`config.mk`:
```
export PLATFORM = sky130hd
export DESIGN_NAME = binario_para_bcd_sequencial_flat
export DESIGN_NICKNAME = d
export VERILOG_FILES = /design/src/rtl/binario_para_bcd_sequencial_if.sv /design/src/rtl/binario_para_bcd_sequencial.sv /design/src/flat_wrapper.sv
export SDC_FILE = /design/constraint.sdc
export NUM_CORES = 1
export LEC_CHECK = 0
export CAP_MARGIN = 0
export CORE_MARGIN = 5
export CORE_UTILIZATION = 57
export DETAILED_ROUTE_END_ITERATION = 6
export GPL_TIMING_DRIVEN = 0
export PLACE_DENSITY = 0.83
export SYNTH_ARGS = -nofsm -noshare
export SYNTH_HDL_FRONTEND = slang
export SYNTH_SLANG_ARGS = --single-unit
```
`constraint.sdc`:
```
create_clock -name clk -period 2.45 [get_ports clk]
set_input_delay 0.49 -clock clk [delete_from_list [all_inputs] [get_ports clk]]
set_output_delay 0.49 -clock clk [all_outputs]
set_load 0.05 [all_outputs]
```
`src/rtl/binario_para_bcd_sequencial_if.sv`:
```
// Handshake and data bundle for the sequential binary-to-BCD converter.
//   inicio     start request (master -> slave)
//   binario    value to convert (master -> slave)
//   com_sinal  treat binario as two's complement (master -> slave)
//   ocupado    conversion in progress (slave -> master)
//   pronto     one-cycle result-valid pulse (slave -> master)
//   bcd        packed BCD digits, [3:0] = units (slave -> master)
//   sinal      result is negative (slave -> master)
//   estouro    magnitude did not fit in DIGITOS digits (slave -> master)
interface binario_para_bcd_sequencial_if #(
  parameter int LARGURA = 8,
  parameter int DIGITOS = 3
);
  logic                   inicio;
  logic [LARGURA-1:0]     binario;
  logic                   com_sinal;
  logic                   ocupado;
  logic                   pronto;
  logic [4*DIGITOS-1:0]   bcd;
  logic                   sinal;
  logic                   estouro;

  modport master (
    output inicio, binario, com_sinal,
    input  ocupado, pronto, bcd, sinal, estouro
  );

  modport slave (
    input  inicio, binario, com_sinal,
    output ocupado, pronto, bcd, sinal, estouro
  );
endinterface

```
`src/rtl/binario_para_bcd_sequencial.sv`:
```
// Sequential binary-to-BCD converter (shift-and-add-3), one input bit per clock.
// Ports:
//   clk    rising-edge clock
//   rst_n  synchronous active-low reset
//   bus    slave side of binario_para_bcd_sequencial_if (start/done handshake,
//          binary input, BCD/sign/overflow results)
// Results are registered and only change on the edge that raises pronto, so the
// display side never sees intermediate digit values.
module binario_para_bcd_sequencial #(
  parameter int LARGURA = 8,
  parameter int DIGITOS = 3
) (
  input  logic                          clk,
  input  logic                          rst_n,
  binario_para_bcd_sequencial_if.slave  bus
);

  localparam int CW = $clog2(LARGURA + 1);
  localparam int BW = 4 * DIGITOS;

  typedef enum logic {OCIOSO = 1'b0, CONVERTE = 1'b1} estado_t;

  estado_t            state_reg, state_next;
  logic [CW-1:0]      cnt_reg, cnt_next;
  logic [LARGURA-1:0] shift_reg, shift_next;
  logic [BW-1:0]      dig_reg, dig_next;
  logic               acc_reg, acc_next;
  logic               sinal_int_reg, sinal_int_next;
  logic [BW-1:0]      bcd_reg, bcd_next;
  logic               sinal_reg, sinal_next;
  logic               estouro_reg, estouro_next;
  logic               pronto_reg, pronto_next;

  logic [BW-1:0]      ajustado;
  logic [BW-1:0]      deslocado;
  logic [LARGURA-1:0] magnitude;
  logic               negativo;

  // Add-3 correction applied independently to every digit (no inter-digit carry).
  genvar gi;
  generate
    for (gi = 0; gi < DIGITOS; gi++) begin : g_ajuste
      assign ajustado[4*gi+3:4*gi] = (dig_reg[4*gi+3:4*gi] >= 4'd5)
                                     ? dig_reg[4*gi+3:4*gi] + 4'd3
                                     : dig_reg[4*gi+3:4*gi];
    end
  endgenerate

  // The bit shifted out of the top digit is worth 10^DIGITOS; dropping it keeps
  // the digits equal to the value mod 10^DIGITOS, and it feeds the overflow flag.
  assign deslocado = {ajustado[BW-2:0], shift_reg[LARGURA-1]};

  // Plain LARGURA-bit negation: the most negative input maps to 2^(LARGURA-1),
  // which is the correct magnitude when read as unsigned.
  assign negativo  = bus.com_sinal & bus.binario[LARGURA-1];
  assign magnitude = negativo ? (~bus.binario + {{(LARGURA-1){1'b0}}, 1'b1})
                              : bus.binario;

  always_comb begin
    state_next     = state_reg;
    cnt_next       = cnt_reg;
    shift_next     = shift_reg;
    dig_next       = dig_reg;
    acc_next       = acc_reg;
    sinal_int_next = sinal_int_reg;
    bcd_next       = bcd_reg;
    sinal_next     = sinal_reg;
    estouro_next   = estouro_reg;
    pronto_next    = 1'b0;

    case (state_reg)
      OCIOSO: begin
        if (bus.inicio) begin
          state_next     = CONVERTE;
          shift_next     = magnitude;
          dig_next       = '0;
          acc_next       = 1'b0;
          sinal_int_next = negativo;
          cnt_next       = CW'(LARGURA);
        end
      end
      CONVERTE: begin
        dig_next   = deslocado;
        shift_next = {shift_reg[LARGURA-2:0], 1'b0};
        acc_next   = acc_reg | ajustado[BW-1];
        cnt_next   = cnt_reg - CW'(1);
        if (cnt_reg == CW'(1)) begin
          state_next   = OCIOSO;
          bcd_next     = deslocado;
          sinal_next   = sinal_int_reg;
          estouro_next = acc_reg | ajustado[BW-1];
          pronto_next  = 1'b1;
        end
      end
      default: state_next = OCIOSO;
    endcase
  end

  always_ff @(posedge clk) begin
    if (!rst_n) begin
      state_reg     <= OCIOSO;
      cnt_reg       <= '0;
      shift_reg     <= '0;
      dig_reg       <= '0;
      acc_reg       <= 1'b0;
      sinal_int_reg <= 1'b0;
      bcd_reg       <= '0;
      sinal_reg     <= 1'b0;
      estouro_reg   <= 1'b0;
      pronto_reg    <= 1'b0;
    end else begin
      state_reg     <= state_next;
      cnt_reg       <= cnt_next;
      shift_reg     <= shift_next;
      dig_reg       <= dig_next;
      acc_reg       <= acc_next;
      sinal_int_reg <= sinal_int_next;
      bcd_reg       <= bcd_next;
      sinal_reg     <= sinal_next;
      estouro_reg   <= estouro_next;
      pronto_reg    <= pronto_next;
    end
  end

  assign bus.ocupado = (state_reg == CONVERTE);
  assign bus.pronto  = pronto_reg;
  assign bus.bcd     = bcd_reg;
  assign bus.sinal   = sinal_reg;
  assign bus.estouro = estouro_reg;

endmodule

```
`src/flat_wrapper.sv`:
```
// flat-port wrapper written by rule: the top's interface ports become plain ports
module binario_para_bcd_sequencial_flat 
#(
  parameter int LARGURA = 8,
  parameter int DIGITOS = 3
)
  (clk, rst_n, bus_inicio, bus_binario, bus_com_sinal, bus_ocupado, bus_pronto, bus_bcd, bus_sinal, bus_estouro);
  binario_para_bcd_sequencial_if #(.LARGURA(LARGURA), .DIGITOS(DIGITOS)) bus_i ();
  input  logic clk;
  input  logic rst_n;
  input wire logic [$bits(bus_i.inicio)-1:0] bus_inicio;
  input wire logic [$bits(bus_i.binario)-1:0] bus_binario;
  input wire logic [$bits(bus_i.com_sinal)-1:0] bus_com_sinal;
  output wire logic [$bits(bus_i.ocupado)-1:0] bus_ocupado;
  output wire logic [$bits(bus_i.pronto)-1:0] bus_pronto;
  output wire logic [$bits(bus_i.bcd)-1:0] bus_bcd;
  output wire logic [$bits(bus_i.sinal)-1:0] bus_sinal;
  output wire logic [$bits(bus_i.estouro)-1:0] bus_estouro;
  assign bus_i.inicio = bus_inicio;
  assign bus_i.binario = bus_binario;
  assign bus_i.com_sinal = bus_com_sinal;
  assign bus_ocupado = bus_i.ocupado;
  assign bus_pronto = bus_i.pronto;
  assign bus_bcd = bus_i.bcd;
  assign bus_sinal = bus_i.sinal;
  assign bus_estouro = bus_i.estouro;
  binario_para_bcd_sequencial #(.LARGURA(LARGURA), .DIGITOS(DIGITOS)) u_core (.clk(clk), .rst_n(rst_n), .bus(bus_i));
endmodule
```
# After elaboration in Yosys (flattened, before gate mapping)
# Cells that the tools add are included.
[totals]
register_bits = 42
input_bits = 12
output_inout_bits = 16
wordCells = 43
[op_classes]
addsub = 5
n_lt_le_gt_ge = 3
eq_ne = 2
n_mux = 16
bitwise_logic = 4
reduce_logical = 3
[op_table]
columns = ["operator", "n"]
rows = [
  ["$pmux W12 S2", 1],
  ["$mux W4", 4],
  ["$mux W8", 2],
  ["$pmux W8 S2", 1],
  ["$add A4 B2 Y4 const B", 3],
  ["$ge A4 B3 Y1 const B", 3],
  ["$mux W12", 1],
  ["$add A8 B1 Y8 const B", 1],
  ["$not A8 Y8", 1],
  ["$pmux W4 S2", 1],
  ["$reduce_and A2 Y1", 3],
  ["$eq A4 B1 Y1 const B", 1],
  ["$mux W1", 4],
  ["$pmux W1 S2", 2],
  ["$sub A4 B1 Y4 const B", 1],
  ["$ne A2 B2 Y1 const B", 1],
  ["$and A1 B1 Y1", 1],
  ["$not A1 Y1", 1],
  ["$or A1 B1 Y1", 1],
]

# Logic depth before layout (Yosys ltp)
# Gate-level depths: netlist of run 1.
[logic_depth]
ltp_word = 5
ltp_mapped = 7
depth_no_buf = 7

# Worst setup path after synthesis of run 1
# Ideal clock, no wire load.
[synth_path]
path_kind = "input-to-reg"
start = "in bus_binario[2]"
end = "reg u_core.shift_reg[7]"
setup_ns = 0.074
arrival_time_ns = 1.554
required_ns = 2.376
setup_slack_ns = 0.822
path_stages = 3
path_buffers = 0
cell_sequence = "or4_1 -> or4_1 -> a31oi_1"
[synth_via]
elab_chain_len = 5
[synth_lines]
columns = ["element", "line_no", "source"]
rows = [
  ["from (decl)", "flat_wrapper.sv:12", "input wire logic [$bits(bus_i.binario)-1:0] bus_binario;"],
  ["$not A8 Y8", "binario_para_bcd_sequencial.sv:56", "assign magnitude = negativo ? (~bus.binario + {{(LARGURA-1){1'b0}}, 1'b1})"],
  ["$add A8 B1 Y8", "binario_para_bcd_sequencial.sv:56", ""],
  ["$mux W8", "binario_para_bcd_sequencial.sv:56", ""],
  ["$mux W8", "binario_para_bcd_sequencial.sv:73", "if (bus.inicio) begin"],
  ["$pmux W8 S2", "binario_para_bcd_sequencial.sv:71", "case (state_reg)"],
  ["to (signal assigned)", "binario_para_bcd_sequencial.sv:114", "shift_reg <= shift_next;"],
  ["to (decl)", "binario_para_bcd_sequencial.sv:25", "logic [LARGURA-1:0] shift_reg, shift_next;"],
]
# Every way passes these cells. The select of a mux whose other input is x is not followed.
# A chain may end at the register's enable or synchronous reset.

# Final worst setup path of run 1
[layout_path]
start = "reg u_core.state_reg, in the netlist u_core.bus.ocupado"
end = "out bus_ocupado"
[layout_rtl]
columns = ["element", "line_no", "source"]
rows = [
  ["from (decl)", "binario_para_bcd_sequencial.sv:23", "estado_t state_reg, state_next;"],
  ["from (signal assigned)", "binario_para_bcd_sequencial.sv:112", "state_reg <= state_next;"],
  ["to (decl)", "flat_wrapper.sv:14", "output wire logic [$bits(bus_i.ocupado)-1:0] bus_ocupado;"],
]
# No word-level cell between the ends.

==> Flow_metrics.wiki, run 1 <==
{| class="wikitable"
! Metric !! Value
|-
| Worst Skew || 0.01042 ns
|-
| Number of buffers inserted during clock tree synthesis || 5
|-
| Ports || 28
|-
| Number of standard-cell rows in the floorplan || 21
|-
| Routed vias || 1634
|-
| Clock-pin slew reported for the worst setup and hold paths after clock tree synthesis || 0.12 ns
|-
| Maximum fanout along the worst path || 7
|-
| Category of the worst setup path launch point || flip-flop
|-
| Worst R2R Path Depth || 4
|-
| Leakage power || 0.7885 nW
|-
| Count of final hold-check violations || 0
|-
| Unrepaired setup endpoints after global routing || no
|-
| Fraction of power consumed by combinational cells || 11.4%
|-
| Area Overhead vs Synth || 20.12%
|-
| Number of distinct library cells after synthesis || 33
|-
| Cell family with most CP delay || buffers and inverters
|-
| Number of buffer cells added on primary ports || 26
|-
| Global-route wire length before repair || 7.107 mm
|-
| Critical path buffers and inverters || 1
|-
| Number of standard cells after synthesis || 214
|-
| Mapped Area || 1953 um^2
|-
| GPL Wtd Cong || 0.7987
|-
| Fraction of synthesized cell area taken by the top area cell type || 43.05%
|-
| Fraction of the yosys area taken by sequential cells || 43.05%
|-
| Cell-internal power || 0.0009812 W
|-
| Post-cts repair resize count || 0
|-
| Required time at the endpoint of the critical path || 1.96 ns
|-
| Switching Share || 24.48%
|-
| Worst skew pair latency || 0.35 ns
|-
| Number of levels in the clock H-tree || 2
|-
| Worst Hold Slack || 0.4608 ns
|-
| Number of global-route vias before repair || 1549
|-
| Initial core utilization || 58.53%
|-
| Result of the run || complete, no violations
|-
| Worst endpoint data arrival time || 1.68 ns
|-
| Delay of the slowest cell on the worst path || 0.85 ns
|-
| Count of synthesis-stage warnings from yosys || 0
|-
| Fillers || 274
|-
| Global-route usage over all layers || 20.36%
|-
| Worst VDD drop || 0.0002976 V
|-
| Post-route fraction of the period consumed by the critical path || 88.69%
|-
| Remaining DRCs || 0
|-
| CTS tree || yes
|-
| Slowest cell on the critical path || sky130_fd_sc_hd__clkdlybuf4s50_1
|-
| Cell total after placement || 286
|-
| Cell-by-cell listing of the critical path || clkdlybuf4s50_1
|-
| Post-Syn Area per Cell || 9.127 um^2
|-
| Area used by multi-input combinational logic || 1017 um^2
|-
| Ratio of cells with drive above 1 in the final layout || 4.839%
|-
| Max-capacitance violation count || 0
|-
| Initial antenna violation count || 0
|-
| Total number of cells along the worst setup path || 1
|-
| DIE AREA || 4697 um^2
|-
| Post-detailed-placement half-perimeter wirelength || 2.960 mm
|-
| Total Routed Length || 4.101 mm
|-
| Die boundary height || 68.54 um
|-
| Leading cell types by total area after synthesis || sky130_fd_sc_hd__dfxtp_1 (43%), sky130_fd_sc_hd__ha_1 (5.8%), sky130_fd_sc_hd__a21oi_1 (5.4%), sky130_fd_sc_hd__o2bb2ai_1 (5.4%), sky130_fd_sc_hd__nor3b_1 (5.0%)
|-
| Count of pins over their slew limit || 0
|-
| Die width || 68.54 um
|-
| Number of endpoints failing setup at the final stage || 0
|-
| Clock power share || 33.5%
|-
| Sum Neg Setup Slack || 0 ns
|-
| Number of nets at the end of the flow || 268
|-
| Setup fix buffers added after clock tree synthesis || 0
|-
| Share of the core filled with cells in the final layout || 70.30%
|-
| Count of routing violations after the opening detailed-route iteration || 126
|-
| Crit. End Element || output port
|-
| Power share of the sequential group || 55.1%
|-
| Power per unit of standard cell area || 553.8 nW/um^2
|-
| Post-CTS Hold Buffers || 0
|-
| Slew at the pin closest to its max-slew limit || 0.5278 ns
|-
| Sequential cell area || 840.8 um^2
|-
| Cell at the root of the clock tree || sky130_fd_sc_hd__clkbuf_4
|-
| Ant. Diodes || 0
|-
| Number of synthesized flops with an enable pin || 0
|-
| Ys flop type || sky130_fd_sc_hd__dfxtp_1
|-
| Via count normalized by instance count || 5.558
|-
| Post-layout minimum cycle time || 2.173 ns
|-
| Cell taking the most area after synthesis || sky130_fd_sc_hd__dfxtp_1
|-
| Slew margin rel. || 64.81%
|-
| Reported net switching power || 0.0003180 W
|-
| Register bit total from synthesis || 42
|-
| Min-delay worst type || input pin to flip-flop
|-
| Core footprint || 3337 um^2
|-
| Instance count along the most critical hold path || 3
|-
| Global route total overflow || 0
|-
| Top cells by count, synth || sky130_fd_sc_hd__dfxtp_1 (42), sky130_fd_sc_hd__a21oi_1 (21), sky130_fd_sc_hd__inv_1 (15)
|-
| Number of routed nets with antenna violations || 0
|-
| Post-route insts no fill || 294
|-
| Maximum number of buffers from clock root to sink || 2
|-
| Largest net degree at the start of global routing || 13
|-
| Routed wire per std cell || 13.95 um
|-
| Kind of critical path || flip-flop to output port
|-
| Net count after synthesis || 235
|-
| Sink Count || 42
|-
| Length of the first detailed-routing pass in iterations || 4
|-
| Post-synthesis async set-or-reset flop share || 0%
|-
| Most instantiated library cell after synthesis || sky130_fd_sc_hd__dfxtp_1
|-
| Maximum achievable frequency || 460.2 MHz
|}
==> cell usage in the layout (no fill, tap or decap), types with 5 or more instances in the layout <==
| cell type | count |
|---|---|
| sky130_fd_sc_hd__o22ai_1 | 5 |
| sky130_fd_sc_hd__nor3_1 | 5 |
| sky130_fd_sc_hd__ha_1 | 9 |
| sky130_fd_sc_hd__nor3b_1 | 13 |
| sky130_fd_sc_hd__nand3_1 | 5 |
| sky130_fd_sc_hd__clkbuf_4 | 5 |
| sky130_fd_sc_hd__o32ai_1 | 8 |
| sky130_fd_sc_hd__xnor2_1 | 7 |
| sky130_fd_sc_hd__clkbuf_1 | 9 |
| sky130_fd_sc_hd__nor2_1 | 12 |
| sky130_fd_sc_hd__clkdlybuf4s50_1 | 26 |
| sky130_fd_sc_hd__inv_1 | 15 |
| sky130_fd_sc_hd__nand2_1 | 7 |
| sky130_fd_sc_hd__a21oi_1 | 21 |
| sky130_fd_sc_hd__nand2b_1 | 8 |
| sky130_fd_sc_hd__o21ai_0 | 8 |
| sky130_fd_sc_hd__dfxtp_1 | 42 |
| sky130_fd_sc_hd__o2bb2ai_1 | 12 |
==> metal layers <==
layer,GRT usage [%],part of all wire (%),up-vias,wire (um)
met5,0,0,-,0
met4,6.700,1.4,0,59
met3,4.862,3.4,7,141
met2,31.59,46,31,1886
met1,27.66,49,750,2013
li1,-,-,846,-
==> cell families (layout without fill, tap and decap cells) <==
group	count (synthesis)	after routing	synth area share, %
AOI/OAI and AO/OA	66	66	22.87
buffers and inverters	25	59	4.869
adders and majority gates	9	9	5.766
muxes	6	6	3.331
xor gates and xnor gates	8	8	3.588
DFF	42	42	43.05
and+or+nand+nor	58	58	16.53
==> stage by stage <==
step	setup WS (ns)	total power, W	cell area (um^2)
after CTS	0.2627	0.001305	2346
final	0.2772	0.001299	2346
after global placement	0.2452	0.0008758	2271
after global routing	0.1926	0.001358	2346
after floorplan	0.8220	0.0008248	1953
after detailed placement	0.2343	0.0008786	2271
==> worst paths after layout <==
kind	end	slack [ns]	startpoint
worst max-delay path	bus_ocupado	0.28	u_core.bus.ocupado$_SDFF_PN0_
worst min-delay path	u_core.shift_reg[7]$_SDFFE_PN0P_	0.46	rst_n
worst max register to register	u_core.shift_reg[4]$_SDFFE_PN0P_	0.73	u_core.bus.ocupado$_SDFF_PN0_
worst min register to register	u_core.bus.bcd[6]$_SDFFE_PN0P_	0.47	u_core.bus.bcd[6]$_SDFFE_PN0P_
==> power by group through the flow <==
stage | clock network (W) | logic [W] | registers, W
floorplan | 0 | 0.0000920 | 0.000733
global placement | 0 | 0.000145 | 0.000730
detailed placement | 0 | 0.000148 | 0.000731
CTS | 0.000441 | 0.000149 | 0.000715
global route | 0.000472 | 0.000167 | 0.000719
finish | 0.000435 | 0.000148 | 0.000716
==> area by class of cell <==
class	instances	area share, %
clock buffer	7	1.920
multi-input combinational	147	43.36
sequential	42	35.84
tap	46	2.453
timing repair buffer	26	11.09
inverter	15	2.400
clock inverter	1	1.280
buffer	10	1.653
Note: power is estimated with default switching activity, not from simulation.
==> run 2, diff against run 1 <==
- ABC_AREA: not set -> 1
- CORE_UTILIZATION: 57 -> 58
- CTS_CLUSTER_SIZE: not set -> 8
- PLACE_DENSITY: 0.83 -> 0.84
==> Flow_metrics.wiki, run 2 <==
{| class="wikitable"
! Metric !! Value
|-
| Result of the run || complete, no violations (unchanged)
|-
| Cell family with most CP delay || buffers and inverters (unchanged)
|-
| Number of endpoints failing setup at the final stage || 0 (unchanged)
|-
| Worst Hold Slack || 0.4617 ns (was 0.4608 ns)
|-
| Routed wire per std cell || 12.08 um (was 13.95 um)
|-
| Core footprint || 3337 um^2 (unchanged)
|-
| Number of standard-cell rows in the floorplan || 21 (unchanged)
|-
| Top cells by count, synth || sky130_fd_sc_hd__nand2_1 (77), sky130_fd_sc_hd__dfxtp_1 (42), sky130_fd_sc_hd__nand3_1 (33) (was sky130_fd_sc_hd__dfxtp_1 (42), sky130_fd_sc_hd__a21oi_1 (21), sky130_fd_sc_hd__inv_1 (15))
|-
| Post-synthesis async set-or-reset flop share || 0% (unchanged)
|-
| Global-route usage over all layers || 20.83% (was 20.36%)
|-
| Number of buffers inserted during clock tree synthesis || 5 (unchanged)
|-
| Delay of the slowest cell on the worst path || 0.85 ns (about the same)
|-
| Initial antenna violation count || 0 (unchanged)
|-
| Leading cell types in the layout, fill and taps excluded || sky130_fd_sc_hd__nand2_1 (77), sky130_fd_sc_hd__dfxtp_1 (42), sky130_fd_sc_hd__nand3_1 (33), sky130_fd_sc_hd__inv_1 (29), sky130_fd_sc_hd__a21oi_1 (28) (was sky130_fd_sc_hd__dfxtp_1 (42), sky130_fd_sc_hd__clkdlybuf4s50_1 (26), sky130_fd_sc_hd__a21oi_1 (21), sky130_fd_sc_hd__inv_1 (15), sky130_fd_sc_hd__nor3b_1 (13))
|-
| Count of final hold-check violations || 0 (unchanged)
|-
| Slew margin rel. || 64.78% (was 64.81%)
|-
| Pre-CTS setup slack || 0.6380 ns (was 0.2343 ns)
|-
| Cell taking the most area after synthesis || sky130_fd_sc_hd__dfxtp_1 (unchanged)
|-
| Number of nets at the end of the flow || 334 (was 268)
|-
| Worst VDD drop || 0.0003328 V (was 0.0002976 V)
|-
| Slew at the pin closest to its max-slew limit || 0.5267 ns (was 0.5278 ns)
|-
| Post-detailed-placement half-perimeter wirelength || 3.196 mm (was 2.960 mm)
|-
| Worst Skew || 0.01847 ns (was 0.01042 ns)
|-
| Sink Count || 42 (unchanged)
|-
| Number of buffer cells added on primary ports || 27 (was 26)
|-
| Post-CTS Hold Buffers || 0 (unchanged)
|-
| Cell at the root of the clock tree || sky130_fd_sc_hd__clkbuf_4 (unchanged)
|-
| Ys flop type || sky130_fd_sc_hd__dfxtp_1 (unchanged)
|-
| Routed vias || 1901 (was 1634)
|-
| Count of pins over their slew limit || 0 (unchanged)
|-
| Length of the first detailed-routing pass in iterations || 4 (unchanged)
|-
| Largest net degree at the start of global routing || 15 (was 13)
|-
| Worst endpoint data arrival time || 1.70 ns (was 1.68 ns)
|-
| DIE AREA || 4714 um^2 (was 4697 um^2)
|-
| Number of standard cells after synthesis || 279 (was 214)
|-
| Post-route fraction of the period consumed by the critical path || 89.20% (was 88.69%)
|-
| Fillers || 285 (was 274)
|-
| Global-route wire length before repair || 7.245 mm (was 7.107 mm)
|-
| Category of the worst setup path launch point || flip-flop (unchanged)
|-
| Ports || 28 (unchanged)
|-
| Number of synthesized flops with an enable pin || 0 (unchanged)
|-
| Most instantiated library cell after synthesis || sky130_fd_sc_hd__nand2_1 (was sky130_fd_sc_hd__dfxtp_1)
|-
| Worst skew pair latency || 0.38 ns (was 0.35 ns)
|-
| Maximum fanout along the worst path || 7 (unchanged)
|-
| Unrepaired setup endpoints after global routing || no (unchanged)
|-
| Ant. Diodes || 0 (unchanged)
|-
| Min-delay worst type || flip-flop to flip-flop (was input pin to flip-flop)
|-
| Clock-pin slew reported for the worst setup and hold paths after clock tree synthesis || 0.13 ns (was 0.12 ns)
|-
| Cell-by-cell listing of the critical path || clkdlybuf4s50_1 (unchanged)
|-
| Commonest non-fill, non-tap cell in the layout || sky130_fd_sc_hd__nand2_1 (was sky130_fd_sc_hd__dfxtp_1)
|-
| Final non-filler cell area || 2382 um^2 (was 2346 um^2)
|-
| Die boundary height || 68.66 um (was 68.54 um)
|-
| Maximum number of buffers from clock root to sink || 2 (unchanged)
|-
| Sum Neg Setup Slack || 0 ns (unchanged)
|-
| Initial core utilization || 59.81% (was 58.53%)
|-
| Fraction of synthesized cell area taken by the top area cell type || 42.13% (was 43.05%)
|-
| Crit. End Element || output port (unchanged)
|-
| Post-layout minimum cycle time || 2.185 ns (was 2.173 ns)
|-
| Leading cell types by total area after synthesis || sky130_fd_sc_hd__dfxtp_1 (42%), sky130_fd_sc_hd__nand2_1 (14%), sky130_fd_sc_hd__nand3_1 (8.3%), sky130_fd_sc_hd__a21oi_1 (7.0%), sky130_fd_sc_hd__ha_1 (5.6%) (was sky130_fd_sc_hd__dfxtp_1 (43%), sky130_fd_sc_hd__ha_1 (5.8%), sky130_fd_sc_hd__a21oi_1 (5.4%), sky130_fd_sc_hd__o2bb2ai_1 (5.4%), sky130_fd_sc_hd__nor3b_1 (5.0%))
|-
| Number of global-route vias before repair || 1660 (was 1549)
|-
| Post-cts repair resize count || 0 (unchanged)
|-
| Setup fix buffers added after clock tree synthesis || 0 (unchanged)
|-
| Leakage power || 1.017 nW (was 0.7885 nW)
|-
| Net count after synthesis || 300 (was 235)
|-
| Max-capacitance violation count || 0 (unchanged)
|-
| Min setup slack post-route || 0.2646 ns (was 0.2772 ns)
|-
| Area Overhead vs Synth || 19.37% (was 20.12%)
|-
| Number of routed nets with antenna violations || 0 (unchanged)
|-
| DP Area || 2323 um^2 (was 2271 um^2)
|-
| Post-route insts no fill || 360 (was 294)
|-
| Count of routing violations after the opening detailed-route iteration || 104 (was 126)
|-
| Required time at the endpoint of the critical path || 1.96 ns (about the same)
|-
| Ratio of cells with drive above 1 in the final layout || 6.688% (was 4.839%)
|-
| Die width || 68.66 um (was 68.54 um)
|-
| Number of distinct library cells after synthesis || 25 (was 33)
|-
| Via count normalized by instance count || 5.281 (was 5.558)
|-
| Number of levels in the clock H-tree || 2 (unchanged)
|-
| Fraction of the yosys area taken by sequential cells || 42.13% (was 43.05%)
|-
| Post-Syn Area per Cell || 7.153 um^2 (was 9.127 um^2)
|-
| Critical path buffers and inverters || 1 (unchanged)
|-
| Kind of critical path || flip-flop to output port (unchanged)
|-
| Total Routed Length || 4.348 mm (was 4.101 mm)
|-
| Cell total after placement || 352 (was 286)
|-
| Global route total overflow || 0 (unchanged)
|-
| Count of synthesis-stage warnings from yosys || 0 (unchanged)
|-
| GPL Wtd Cong || 0.7879 (was 0.7987)
|-
| Register bit total from synthesis || 42 (unchanged)
|-
| Mapped Area || 1996 um^2 (was 1953 um^2)
|-
| CTS tree || yes (unchanged)
|-
| Remaining DRCs || 0 (unchanged)
|-
| Power per unit of standard cell area || 511.0 nW/um^2 (was 553.8 nW/um^2)
|-
| Slowest cell on the critical path || sky130_fd_sc_hd__clkdlybuf4s50_1 (unchanged)
|-
| Maximum achievable frequency || 457.6 MHz (was 460.2 MHz)
|}
run 2: power by group:
part | internal (W) | switching, W | total [W]
combinational | 0.0000549 | 0.0000896 | 0.000145
sequential | 0.000702 | 0.0000138 | 0.000716
clock | 0.000112 | 0.000245 | 0.000357
run 2: through the flow:
stage                     util, %  total power [W]
after floorplan                 -        0.0008223
after global placement      69.63        0.0008716
after detailed placement    69.63        0.0008752
after CTS                   71.39         0.001222
after global routing        71.39         0.001272
final                       71.39         0.001217
run 2: cells by family after synthesis:
family / share of synthesized area, %
buffers and inverters: 8.275
AOI/OAI and AO/OA: 16.49
and+or+nand+nor: 27.46
adders and majority gates: 5.643
DFF: 42.13
run 2: area by class of cell:
cell class                      instances  area, um^2  area share, %
Multi-Input combinational cell        196       989.7          41.54
Buffer                                  8       41.29          1.733
Timing Repair Buffer                   27       270.3          11.34
Clock buffer                            5       37.54          1.576
Sequential cell                        42       840.8          35.29
Clock inverter                          3       21.27         0.8929
Tap cell                               46       57.56          2.416
Inverter                               33       123.9          5.200
run 2: path summary, 6_finish.rpt:
| check | from | endpoint | slack, ns | cells past startpoint |
|---|---|---|---|---|
| max | u_core.bus.ocupado$_SDFF_PN0_ | bus_ocupado | 0.26 | 1 |
| min | u_core.bus.bcd[3]$_SDFFE_PN0P_ | u_core.bus.bcd[3]$_SDFFE_PN0P_ | 0.46 | 2 |
| max reg2reg | u_core.dig_reg[1]$_SDFFE_PN0P_ | u_core.dig_reg[1]$_SDFFE_PN0P_ | 0.84 | 7 |
| min reg2reg | u_core.bus.bcd[3]$_SDFFE_PN0P_ | u_core.bus.bcd[3]$_SDFFE_PN0P_ | 0.46 | 2 |
run 2: layer usage:
metal  vias to the layer above  global-route usage [%]  wire (um)
li1                        991                       -          -
met1                       867                   24.10       1952
met2                        37                   36.35       2148
met3                         6                   4.862        173
met4                         0                   8.933         74
met5                         -                       0          0
